===== config.mk =====
export PLATFORM = sky130hd
export DESIGN_NAME = seq_signed_divider
export DESIGN_NICKNAME = d
export VERILOG_FILES = /design/src/rtl/seq_signed_divider.sv
export SDC_FILE = /design/constraint.sdc
export NUM_CORES = 1
export LEC_CHECK = 0
export ABC_AREA = 1
export ABC_CLOCK_PERIOD_IN_PS = 3450
export BUFFER_PORTS_ARGS = -buffer_cell sky130_fd_sc_hd__buf_2
export CORE_MARGIN = 8
export CORE_UTILIZATION = 55
export DETAILED_ROUTE_END_ITERATION = 10
export GPL_TIMING_DRIVEN = 0
export PLACE_DENSITY = 0.86
export SLEW_MARGIN = 40
export SYNTH_ARGS = -nofsm -noshare
export SYNTH_HDL_FRONTEND = slang
export SYNTH_SLANG_ARGS = --single-unit

===== constraint.sdc =====
create_clock -name clk -period 3.45 [get_ports clk]
set_clock_uncertainty 0.05 [all_clocks]
set_input_delay 0.1725 -clock clk [delete_from_list [all_inputs] [get_ports clk]]
set_output_delay 0.1725 -clock clk [all_outputs]
set_load 0.1 [all_outputs]

===== src/rtl/seq_signed_divider.sv =====
// Sequential signed restoring divider: one quotient bit per clock, start/done handshake.
// Magnitudes are divided unsigned, then signs are restored in a final fix-up cycle.
module seq_signed_divider #(
  parameter int unsigned N = 8
) (
  input  logic         clk,
  input  logic         rst,
  input  logic         start,
  input  logic [N-1:0] dividend,
  input  logic [N-1:0] divisor,
  output logic [N-1:0] quotient,
  output logic [N-1:0] remainder,
  output logic         busy,
  output logic         done,
  output logic         div_by_zero
);

  localparam int unsigned CW = $clog2(N + 1);

  typedef enum logic [1:0] {StIdle, StIter, StFix} state_e;

  state_e         state_q, state_d;
  logic [CW-1:0]  count_q, count_d;
  logic           sq_q, sq_d;
  logic           sr_q, sr_d;
  logic           dz_q, dz_d;
  logic [N-1:0]   dmag_q, dmag_d;
  logic [N-1:0]   qreg_q, qreg_d;
  logic [N:0]     prem_q, prem_d;
  logic [N-1:0]   quotient_q, quotient_d;
  logic [N-1:0]   remainder_q, remainder_d;
  logic           done_q, done_d;
  logic           dbz_q, dbz_d;

  logic [N:0]     rem_shift;
  logic [N:0]     rem_trial;

  always_ff @(posedge clk) begin
    if (rst) begin
      state_q     <= StIdle;
      count_q     <= '0;
      sq_q        <= 1'b0;
      sr_q        <= 1'b0;
      dz_q        <= 1'b0;
      dmag_q      <= '0;
      qreg_q      <= '0;
      prem_q      <= '0;
      quotient_q  <= '0;
      remainder_q <= '0;
      done_q      <= 1'b0;
      dbz_q       <= 1'b0;
    end else begin
      state_q     <= state_d;
      count_q     <= count_d;
      sq_q        <= sq_d;
      sr_q        <= sr_d;
      dz_q        <= dz_d;
      dmag_q      <= dmag_d;
      qreg_q      <= qreg_d;
      prem_q      <= prem_d;
      quotient_q  <= quotient_d;
      remainder_q <= remainder_d;
      done_q      <= done_d;
      dbz_q       <= dbz_d;
    end
  end

  always_comb begin
    state_d     = state_q;
    count_d     = count_q;
    sq_d        = sq_q;
    sr_d        = sr_q;
    dz_d        = dz_q;
    dmag_d      = dmag_q;
    qreg_d      = qreg_q;
    prem_d      = prem_q;
    quotient_d  = quotient_q;
    remainder_d = remainder_q;
    done_d      = 1'b0;
    dbz_d       = dbz_q;

    rem_shift = {prem_q[N-1:0], qreg_q[N-1]};
    rem_trial = rem_shift - {1'b0, dmag_q};

    unique case (state_q)
      StIdle: begin
        if (start) begin
          sq_d    = dividend[N-1] ^ divisor[N-1];
          sr_d    = dividend[N-1];
          qreg_d  = dividend[N-1] ? -dividend : dividend;
          dmag_d  = divisor[N-1] ? -divisor : divisor;
          prem_d  = '0;
          count_d = CW'(N);
          dbz_d   = 1'b0;
          dz_d    = (divisor == '0);
          // A zero divisor skips the iterations and resolves in the fix-up cycle.
          state_d = (divisor == '0) ? StFix : StIter;
        end
      end
      StIter: begin
        if (!rem_trial[N]) begin
          prem_d = rem_trial;
          qreg_d = {qreg_q[N-2:0], 1'b1};
        end else begin
          prem_d = rem_shift;
          qreg_d = {qreg_q[N-2:0], 1'b0};
        end
        count_d = count_q - CW'(1);
        if (count_q == CW'(1)) begin
          state_d = StFix;
        end
      end
      StFix: begin
        if (dz_q) begin
          // qreg still holds |dividend|, so re-applying its sign recovers the raw dividend.
          quotient_d  = '1;
          remainder_d = sr_q ? -qreg_q : qreg_q;
          dbz_d       = 1'b1;
        end else begin
          quotient_d  = sq_q ? -qreg_q : qreg_q;
          remainder_d = sr_q ? -prem_q[N-1:0] : prem_q[N-1:0];
        end
        done_d  = 1'b1;
        state_d = StIdle;
      end
      default: state_d = StIdle;
    endcase
  end

  assign quotient    = quotient_q;
  assign remainder   = remainder_q;
  assign busy        = (state_q != StIdle);
  assign done        = done_q;
  assign div_by_zero = dbz_q;

endmodule


==> results.cfg <==
[timing]
max_freq_ghz = 0.453
hold_ws_ns = 0.0655
maxSlewViolCount = 0
min_period_ns = 2.21
rsz0062_at_grt = no
fin_crit_sh_pct = 64.0
slew_headroom_pct = 61.9
tns_ns = 0
worst_pin_slew_ns = 0.572
finalSetupViolCount = 0
hold_viol_final = 0

[synth]
yosysTopAreaCell = dfxtp_1
syn_area_per_cell_um2 = 6.76
yosysSeqAreaShare_pct = 31.9
synth_most_common_cell = nand2_1
ys_warn_count = 0
ys_top_cells_by_area = dfxtp_1 (32%), nand2_1 (14%), inv_1 (7.4%)
synth_edf_count = 0
synth_top_area_share_pct = 31.9
async_flop_share_pct = 0
synth.net_count = 508
synth_cell_types = 45
synth_commonest_cells = nand2_1 (123), inv_1 (63), dfxtp_1 (51)
synthCells = 474
ys_ff_latch = 51
synthesis.area_mm2 = 0.00320
ys.flop_type = dfxtp_1

[clock_tree]
h-tree-depth = 2
ctsLongestPathBuffers = 2
cts_buffers = 5
numClockSinks = 51
ctsHoldBuffers = 0
clk-insertion-delay-late_ns = 0.31
path_clk_slew_ns = 0.10
post-cts-setup-buffers = 0
cts_resized = 0
cts_tree = yes
cts_root_buffer = clkbuf_8

[critical_path]
critPathCaptureType = register
rr_worst_depth = 13
required_ns = 3.59
cp.arrival_ns = 2.34
startpoint = qreg_q[7]
critPathLaunchType = register
crit_fanout = 9
worstSetupPathType = reg2reg
r2r_start = qreg_q[7]

[drt]
antenna_left = 0
wl_per_cell_um = 14.0
wl_mm = 8.23
dr.pass1.iters = 5
drc = 0
vias_per_cell = 5.61
vias = 3298
drt_iter0_drc = 278

[placement]
place.gp.congestion = 1.01
dp.cells = 580
hpwl_mm = 6.39
numPortBuffers = 34

[status]
outcome = completed

[run]
cap_violations = 0

[min_path]
hold_path.startpoint = start
min_path_type = in2reg
min_path_cells = 3

[grt]
antenna_found_initial = 0
grt_max_degree = 17
grt_pass1_vias = 3106
grt_pass1_wl_mm = 14.0
track_usage_pct = 19.6
grt_overflow = 0

[power]
p_sw_share_pct = 46.2
p_seq_share_pct = 34.3
p_switching_w = 0.000984
p_total_w = 0.00213
clkPwrFrac_pct = 17.6
power_frac_comb_pct = 48.1
power_density_mw_per_mm2 = 598
vdd_drop_max_uv = 405
leakage_nw = 1.69
p_int_w = 0.00115

[final_layout]
layout.nets = 549
antenna_cells = 0
syn2layout_area_growth_pct = 11.2
final_cells = 588
drive_above_1_share_pct = 14.7

[floorplanning]
dieHeight_um = 92.3
start_util_pct = 57.5
core-area_mm2 = 0.00557
die_area_mm2 = 0.00852
rows = 27
die_w_um = 92.3
io_pins = 38
==> routing by layer <==
metal  global-route usage [%]  routed length (um)
met2                     32.3                3860
met5                        0                   0
met3                     3.55                 535
met1                     24.0                3490
met4                     9.40                 339
==> logic make-up (layout without fill, tap and decap cells) <==
group | Yosys count | in the layout | synth area share [%]
and+or+nand+nor | 210 | 210 | 29.0
DFF | 51 | 51 | 31.9
adders and majority gates | 15 | 15 | 6.09
xor gates and xnor gates | 13 | 13 | 3.55
AOI/OAI and AO/OA | 98 | 98 | 18.4
buffers and inverters | 87 | 129 | 11.1
==> final timing paths <==
path	slack (ns)	endpoint
worst max-delay path	1.24	prem_q[0]
worst min-delay path	0.07	state_q[1]
worst max register to register	1.24	prem_q[0]
worst min register to register	0.44	dmag_q[7]
==> through the flow <==
| step | instance area (um2) | util [%] | worst slack (ns) |
|---|---|---|---|
| 2_1_floorplan | 3200 | - | 1.54 |
| 3_3_place_gp | 3460 | 62.1 | 1.33 |
| 5_1_grt | 3560 | 63.9 | 1.10 |
| 4_1_cts | 3560 | 63.9 | 1.27 |
| 6_report | 3560 | 63.9 | 1.24 |
| 3_5_place_dp | 3460 | 62.1 | 1.30 |
==> cell type report <==
cell class                 count  area, um2
fill                         508       2010
clock inverter                 2       16.3
multi-input combinational    336       1830
clock buffer                   6       82.6
tap                           72       90.1
inverter                      71        269
buffer                        16       86.3
timing repair buffer          34        170
sequential                    51       1020
==> worst max-delay path, cell delays in order, from the launching register on <==
cell and delay (ns):
dfxtp_1 0.37, inv_1 0.11, ha_1 0.22, fa_1 0.41
inv_1 0.07, nand3_1 0.06, nand2_1 0.13, nand2_1 0.10
nand2_1 0.11, nand2_4 0.10, nand2_4 0.12, nand2_1 0.07
nand3_1 0.07, a21oi_1 0.07
==> sequential cells by signal (all words and copies together) (netlist names), 2 cells and up <==
signal and flops:
count_q 4, dmag_q 8, prem_q 8, qreg_q 8
quotient 8, remainder 8, state_q 2
==> power by group through the flow <==
stage	Combinational (W)	Sequential [W]	Clock, W
CTS	0.00102	0.000729	0.000379
detailed placement	0.00101	0.000743	0
global placement	0.000986	0.000740	0
finish	0.00102	0.000732	0.000375
floorplan	0.000715	0.000838	0
global route	0.00116	0.000742	0.000400
==> layout by cell type, fill, tap and decap left out, types with 10 or more instances in the layout <==
master / count
o21ai_0: 21
inv_1: 63
a21oi_1: 39
buf_2: 40
xor2_1: 10
nand3_1: 40
nand2_1: 123
nor2_1: 23
dfxtp_1: 51
ha_1: 14
No activity file was read; power rests on OpenSTA's default activity.
